File: src/rtl/adsr_pkg.sv
// rtl/adsr_pkg.sv - state codes and prescaler threshold helper for the ADSR envelope generator
package adsr_pkg;

  typedef enum logic [2:0] {
    S_IDLE    = 3'd0,
    S_ATTACK  = 3'd1,
    S_DECAY   = 3'd2,
    S_SUSTAIN = 3'd3,
    S_RELEASE = 3'd4,
    S_HOLD    = 3'd5
  } state_t;

  // (thr0+1)*2**k - 1 with k clamped to max_idx, saturating at the counter's all-ones value
  function automatic logic [63:0] step_thr(input int idx, input int thr0,
                                           input int nbit_cnt, input int max_idx);
    int          k;
    logic [63:0] lim;
    logic [63:0] v;
    k   = (idx > max_idx) ? max_idx : idx;
    lim = (nbit_cnt >= 64) ? '1 : ((64'd1 << nbit_cnt) - 64'd1);
    v   = ((64'(thr0) + 64'd1) << k) - 64'd1;
    return (v > lim) ? lim : v;
  endfunction

endpackage

File: src/rtl/adsr_env_gen_if.sv
// rtl/adsr_env_gen_if.sv - voice-side bundle: gate, envelope settings and envelope outputs
interface adsr_env_gen_if #(
  parameter int NBIT_DATA = 8,
  parameter int NBIT_IDX  = 4
);
  logic                 gate_i;
  logic                 legato_i;
  logic [NBIT_IDX-1:0]  a_t_idx;
  logic [NBIT_IDX-1:0]  h_t_idx;
  logic [NBIT_IDX-1:0]  d_t_idx;
  logic [NBIT_DATA-1:0] s_level;
  logic [NBIT_IDX-1:0]  r_t_idx;
  logic [NBIT_DATA-1:0] dout;
  logic                 vout;
  logic [2:0]           phase_o;
  logic                 eoc_o;

  modport master (
    output gate_i, legato_i, a_t_idx, h_t_idx, d_t_idx, s_level, r_t_idx,
    input  dout, vout, phase_o, eoc_o
  );

  modport slave (
    input  gate_i, legato_i, a_t_idx, h_t_idx, d_t_idx, s_level, r_t_idx,
    output dout, vout, phase_o, eoc_o
  );
endinterface

File: src/rtl/adsr_step_prescaler.sv
// rtl/adsr_step_prescaler.sv - step prescaler: counts 0..thr, flags tc at the top, clears on request
module adsr_step_prescaler #(
  parameter int NBIT_CNT = 28
) (
  input  logic                clk,
  input  logic                rst,
  input  logic [NBIT_CNT-1:0] thr,
  input  logic                clr,
  output logic                tc
);
  logic [NBIT_CNT-1:0] cnt;

  // >= keeps the counter from running past a threshold that shrank mid-phase
  assign tc = (cnt >= thr);

  always_ff @(posedge clk or posedge rst) begin
    if (rst) begin
      cnt <= '0;
    end else if (clr || tc) begin
      cnt <= '0;
    end else begin
      cnt <= cnt + 1'b1;
    end
  end
endmodule

File: src/rtl/adsr_env_gen.sv
// rtl/adsr_env_gen.sv - ADSR envelope generator top: FSM, envelope value register, eoc pulse
// Optional HOLD phase after attack is enabled by defining ADSR_HOLD_EN.
module adsr_env_gen
  import adsr_pkg::*;
#(
  parameter int NBIT_DATA = 8,
  parameter int NBIT_IDX  = 4,
  parameter int MAX_IDX   = 14,
  parameter int NBIT_CNT  = 28,
  parameter int STEP_THR0 = 190
) (
  input logic           clk,
  input logic           rst,
  adsr_env_gen_if.slave bus
);
  localparam logic [NBIT_DATA-1:0] VMAX = '1;

  state_t               state;
  state_t               state_nxt;
  logic [NBIT_DATA-1:0] val;
  logic [NBIT_DATA-1:0] val_nxt;
  logic                 eoc;
  logic [NBIT_IDX-1:0]  idx;
  logic [NBIT_CNT-1:0]  thr;
  logic                 tc;
  logic                 clr;

  always_comb begin
    idx = '0;
    case (state)
      S_ATTACK:  idx = bus.a_t_idx;
      S_DECAY:   idx = bus.d_t_idx;
      S_RELEASE: idx = bus.r_t_idx;
`ifdef ADSR_HOLD_EN
      S_HOLD:    idx = bus.h_t_idx;
`endif
      default:   idx = '0;
    endcase
  end

  assign thr = NBIT_CNT'(step_thr(int'(idx), STEP_THR0, NBIT_CNT, MAX_IDX));

  // Gate changes are checked first in every phase so they win over a same-cycle tc
  always_comb begin
    state_nxt = state;
    val_nxt   = val;
    case (state)
      S_IDLE: begin
        val_nxt = '0;
        if (bus.gate_i) state_nxt = S_ATTACK;
      end
      S_ATTACK: begin
        if (!bus.gate_i) begin
          state_nxt = S_RELEASE;
        end else if (tc) begin
          if (val == VMAX) begin
`ifdef ADSR_HOLD_EN
            state_nxt = S_HOLD;
`else
            state_nxt = S_DECAY;
`endif
          end else begin
            val_nxt = val + 1'b1;
          end
        end
      end
`ifdef ADSR_HOLD_EN
      S_HOLD: begin
        if (!bus.gate_i)  state_nxt = S_RELEASE;
        else if (tc)      state_nxt = S_DECAY;
      end
`endif
      S_DECAY: begin
        if (!bus.gate_i)               state_nxt = S_RELEASE;
        else if (val <= bus.s_level)   state_nxt = S_SUSTAIN;
        else if (tc)                   val_nxt   = val - 1'b1;
      end
      S_SUSTAIN: begin
        if (!bus.gate_i) state_nxt = S_RELEASE;
      end
      S_RELEASE: begin
        if (bus.gate_i) begin
          state_nxt = S_ATTACK;
          if (!bus.legato_i) val_nxt = '0;
        end else if (val == '0) begin
          state_nxt = S_IDLE;
        end else if (tc) begin
          val_nxt = val - 1'b1;
        end
      end
      default: begin
        state_nxt = S_IDLE;
        val_nxt   = '0;
      end
    endcase
  end

  assign clr = (state_nxt != state) || (state == S_IDLE) || (state == S_SUSTAIN);

  adsr_step_prescaler #(.NBIT_CNT(NBIT_CNT)) u_prescaler (
    .clk (clk),
    .rst (rst),
    .thr (thr),
    .clr (clr),
    .tc  (tc)
  );

  always_ff @(posedge clk or posedge rst) begin
    if (rst) begin
      state <= S_IDLE;
      val   <= '0;
      eoc   <= 1'b0;
    end else begin
      state <= state_nxt;
      val   <= val_nxt;
      eoc   <= (state == S_RELEASE) && !bus.gate_i && (val == '0);
    end
  end

  assign bus.dout    = val;
  assign bus.vout    = (state != S_IDLE);
  assign bus.phase_o = state;
  assign bus.eoc_o   = eoc;
endmodule
File: src/flat_wrapper.sv
// flat-port wrapper written by rule: the top's interface ports become plain ports
module adsr_env_gen_flat import adsr_pkg::*;
#(
  parameter int NBIT_DATA = 8,
  parameter int NBIT_IDX  = 4,
  parameter int MAX_IDX   = 14,
  parameter int NBIT_CNT  = 28,
  parameter int STEP_THR0 = 190
)
  (clk, rst, bus_gate_i, bus_legato_i, bus_a_t_idx, bus_h_t_idx, bus_d_t_idx, bus_s_level, bus_r_t_idx, bus_dout, bus_vout, bus_phase_o, bus_eoc_o);
  adsr_env_gen_if #(.NBIT_DATA(NBIT_DATA), .NBIT_IDX(NBIT_IDX)) bus_i ();
  input logic clk;
  input logic rst;
  input wire logic [$bits(bus_i.gate_i)-1:0] bus_gate_i;
  input wire logic [$bits(bus_i.legato_i)-1:0] bus_legato_i;
  input wire logic [$bits(bus_i.a_t_idx)-1:0] bus_a_t_idx;
  input wire logic [$bits(bus_i.h_t_idx)-1:0] bus_h_t_idx;
  input wire logic [$bits(bus_i.d_t_idx)-1:0] bus_d_t_idx;
  input wire logic [$bits(bus_i.s_level)-1:0] bus_s_level;
  input wire logic [$bits(bus_i.r_t_idx)-1:0] bus_r_t_idx;
  output wire logic [$bits(bus_i.dout)-1:0] bus_dout;
  output wire logic [$bits(bus_i.vout)-1:0] bus_vout;
  output wire logic [$bits(bus_i.phase_o)-1:0] bus_phase_o;
  output wire logic [$bits(bus_i.eoc_o)-1:0] bus_eoc_o;
  assign bus_i.gate_i = bus_gate_i;
  assign bus_i.legato_i = bus_legato_i;
  assign bus_i.a_t_idx = bus_a_t_idx;
  assign bus_i.h_t_idx = bus_h_t_idx;
  assign bus_i.d_t_idx = bus_d_t_idx;
  assign bus_i.s_level = bus_s_level;
  assign bus_i.r_t_idx = bus_r_t_idx;
  assign bus_dout = bus_i.dout;
  assign bus_vout = bus_i.vout;
  assign bus_phase_o = bus_i.phase_o;
  assign bus_eoc_o = bus_i.eoc_o;
  adsr_env_gen #(.NBIT_DATA(NBIT_DATA), .NBIT_IDX(NBIT_IDX), .MAX_IDX(MAX_IDX), .NBIT_CNT(NBIT_CNT), .STEP_THR0(STEP_THR0)) u_core (.clk(clk), .rst(rst), .bus(bus_i));
endmodule
File: config.mk
export PLATFORM = sky130hd
export DESIGN_NAME = adsr_env_gen_flat
export DESIGN_NICKNAME = d
export VERILOG_FILES = /design/src/rtl/adsr_pkg.sv /design/src/rtl/adsr_env_gen_if.sv /design/src/rtl/adsr_step_prescaler.sv /design/src/rtl/adsr_env_gen.sv /design/src/flat_wrapper.sv
export SDC_FILE = /design/constraint.sdc
export NUM_CORES = 1
export LEC_CHECK = 0
export ABC_AREA = 1
export BUFFER_PORTS_ARGS = -buffer_cell sky130_fd_sc_hd__buf_2
export CELL_PAD_IN_SITES_DETAIL_PLACEMENT = 0
export CELL_PAD_IN_SITES_GLOBAL_PLACEMENT = 1
export CORE_ASPECT_RATIO = 0.5
export CORE_MARGIN = 2
export CORE_UTILIZATION = 39
export CTS_CLUSTER_DIAMETER = 50
export DETAILED_ROUTE_END_ITERATION = 7
export PLACE_DENSITY_LB_ADDON = 0.1
export SETUP_SLACK_MARGIN = 0.3
export SYNTH_ARGS = -nofsm -noshare
export SYNTH_HDL_FRONTEND = slang
export SYNTH_SLANG_ARGS = --single-unit
File: constraint.sdc
create_clock -name clk -period 3.5 [get_ports clk]
set_input_delay 0.35 -clock clk [delete_from_list [all_inputs] [get_ports clk]]
set_output_delay 0.35 -clock clk [all_outputs]
set_load 0.01 [all_outputs]
==> flow_metrics.py <==
metrics = {
    "clock_network": {
        "clock_sinks": 40,
        "ctsHoldBuffers": 0,
        "cts_buffer_depth": 2,
        "clkLatencyLatePin_ns": 0.29,
        "clkTransAtPathRegs_ns": 0.06,
        "htreeDepth": 2,
        "cts_tree": "built",
        "cts-root-buf": "clkbuf_16",
        "cts_buffers": 5,
    },
    "placed_design": {
        "placed_area_mm2": 0.00453,
        "post-dp-hpwl_um": 7610,
        "gp_congestion": 0.826,
        "dp_slack_ns": -0.0918,
        "portBuffers": 36,
    },
    "sta": {
        "period_needed_ns": 3.44,
        "tightest_slew_ns": 0.544,
        "setup_tns_ns": 0,
        "finalHoldViolations": 0,
        "slew_headroom": 0.637,
        "holdWs_ns": 0.191,
        "max_freq_ghz": 0.291,
        "final-max-slew-violation-count": 0,
        "grt_setup_unrepaired": "true",
        "fin_crit_sh": 0.983,
        "fin_skew_ns": 0.00735,
        "setup_slack_ns": 0.0591,
        "setup_violations": 0,
    },
    "power": {
        "pwr-share-clk": 0.277,
        "peakVddDrop_uv": 215,
        "combPwrFrac": 0.429,
        "swShare": 0.366,
        "p_per_area_mw_per_mm2": 338,
        "p_leak_uw": 0.00264,
        "seqPwrFrac": 0.294,
        "power.switching_uw": 628,
        "p_int_uw": 1090,
    },
    "routing": {
        "drc_errors": 0,
        "routed-via-count": 3768,
        "antenna_left": 0,
        "post_drt_via_cell_ratio": 4.72,
        "drt_iter0_drc": 92,
        "drtPass1Iterations": 4,
        "routed_wl_um": 9990,
        "wl_per_cell_um": 12.5,
    },
    "synthesis": {
        "syn_inst": 585,
        "ys_seq_area_frac": 0.253,
        "synth_area_mm2": 0.00396,
        "syn_area_per_cell_um2": 6.76,
        "ys_types": 41,
        "synth_top_area_frac": 0.253,
        "synth_warnings": 0,
        "yosysTopAreaCell": "dfrtp_1",
        "postSynthNetCount": 655,
        "synth_seq_cells": 40,
        "synth_area_leaders": "dfrtp_1 25%, nand2_1 16%, ha_1 13%",
    },
    "worst_setup_path": {
        "r2r_slack_ns": 0.06,
        "crit_slowest_cell": "dfrtp_2",
        "r2r_cells": 31,
        "critical_path_arrival_ns": 3.66,
        "path_class": "flip-flop to flip-flop",
        "cp_top_family": "simple AND/OR/NAND/NOR gates",
        "timing.rr.end": "u_core.u_prescaler.cnt[10]$_DFF_PP0_",
        "max_stage_delay_ns": 0.44,
        "r2r_start": "u_core.bus.phase_o[0]$_DFF_PP0_",
        "critPathBufInv": 8,
        "end_kind": "flip-flop",
        "cp.required_ns": 3.72,
        "start_kind": "flip-flop",
        "crit_fanout": 6,
        "crit_top_cell": "nand2_2",
    },
    "layout": {
        "nets": 733,
        "drive_gt1_frac": 0.276,
        "fillers": 981,
        "final_cell_mix": "151 x nand2_1, 76 x inv_1, 45 x nor2_1, 41 x ha_1, 38 x dfrtp_1",
        "syn_to_final_growth_pct": 28.4,
        "insertedDiodeCount": 0,
        "fin_area_mm2": 0.00508,
        "layout_commonest_cell": "nand2_1",
    },
    "floorplan": {
        "die_h_um": 75.2,
        "initial_core_util": 0.411,
        "dieArea_mm2": 0.0110,
        "ios": 41,
        "rows": 25,
        "die_x_um": 146,
        "core-area_mm2": 0.00963,
    },
    "min_path": {
        "hold_path_class": "input pin to asynchronous set/reset pin",
    },
    "global_routing": {
        "grt_pass1_wl_um": 17100,
        "grt_pass1_vias": 3505,
        "antenna_found_initial": 0,
        "overflow": 0,
        "track_usage": 0.198,
        "grt_max_degree": 41,
    },
    "run_status": {
        "status": "complete, no violations",
    },
    "run": {
        "drv_cap": 0,
    },
}
## what timing repair did
action / in CTS / in global routing
buffers inserted: 8 / 1
pin swaps: 3 / 4
resized for setup: 30 / 45
gates cloned: 2 / 1
setup endpoints to repair: 37 / 38
## cell families (layout without fill, tap and decap cells)
kind of cell / after synthesis / count (layout) / synth area share
and+or+nand+nor: 313 / 313 / 0.357
buffers and inverters: 100 / 179 / 0.101
AOI/OAI and AO/OA: 57 / 57 / 0.0857
adders and majority gates: 42 / 42 / 0.133
DFF: 40 / 40 / 0.253
xor gates and xnor gates: 31 / 31 / 0.0686
other: 2 / 2 / 0.00190
## worst max path at each step
stage / from / cells after the start / slack [ns] / endpoint
final: u_core.bus.phase_o[0]$_DFF_PP0_ / 31 / 0.06 / u_core.u_prescaler.cnt[10]$_DFF_PP0_
after global routing: u_core.bus.phase_o[0]$_DFF_PP0_ / 30 / -0.22 / u_core.u_prescaler.cnt[10]$_DFF_PP0_
after CTS: u_core.bus.phase_o[0]$_DFF_PP0_ / 30 / -0.02 / u_core.u_prescaler.cnt[0]$_DFF_PP0_
after detailed placement: u_core.bus.phase_o[1]$_DFF_PP0_ / 30 / -0.09 / u_core.u_prescaler.cnt[18]$_DFF_PP0_
after global placement: u_core.bus.phase_o[1]$_DFF_PP0_ / 30 / -0.06 / u_core.u_prescaler.cnt[23]$_DFF_PP0_
after floorplan: u_core.bus.phase_o[1]$_DFF_PP0_ / 28 / 0.18 / u_core.u_prescaler.cnt[8]$_DFF_PP0_
## cell usage after synthesis (all sizes together)
cell       n
a31oi      1
o2111ai    1
nand4     10
nor3      13
o211ai     6
nand2    173
a22oi      1
nor2      75
ha        42
nor4       4
o21bai     1
xor2      22
xnor2      9
o21ai     11
nand3b     2
conb       2
a21oi     29
nand3     36
buf        7
a211oi     2
o22ai      1
a21o       2
dfrtp     40
o21a       2
clkbuf     2
inv       91
## area by class of cell
type / instances / area, um2 / share of cell area
multi-input combinational: 445 / 2780 / 0.548
sequential: 40 / 1000 / 0.198
clock buffer: 7 / 143 / 0.0281
timing repair buffer: 80 / 627 / 0.123
inverter: 91 / 349 / 0.0687
clock inverter: 1 / 7.51 / 0.00148
tap: 135 / 169 / 0.0333
## state kept, by name, indices dropped and copies added (netlist names)
register                flops
u_core.bus.phase_o          3
u_core.bus.dout             8
u_core.u_prescaler.cnt     28
u_core.bus.eoc_o            1
## worst reg2reg max path, delay by kind of cell, from the launching register on
kind	cells	cell delay [ns]
AOI/OAI and AO/OA	1	0.06
adders and majority gates	2	0.43
buffers and inverters	8	0.88
and+or+nand+nor	20	1.57
DFF	1	0.44
## power by group through the flow
stage               clock (uW)  sequential (uW)  combinational [uW]
CTS                        491              505                 680
finish                     475              505                 737
global placement             0              513                 587
global route               516              508                 822
floorplan                    0              513                 391
detailed placement           0              513                 589
## routing by layer
layer / vias to the layer above / wire length [um] / track usage
met5: - / 0 / 0
met4: 0 / 36 / 0.0356
met3: 2 / 282 / 0.0376
met2: 36 / 4270 / 0.325
met1: 1706 / 5400 / 0.279
li1: 2024 / - / -
## per-stage QoR
step	util	total power, uW	std cells
final	0.527	1720	799
after CTS	0.509	1680	797
after global placement	0.471	1100	779
after floorplan	-	904	585
after global routing	0.527	1850	799
after detailed placement	0.471	1100	779
Power figures use the tool's default switching activity.
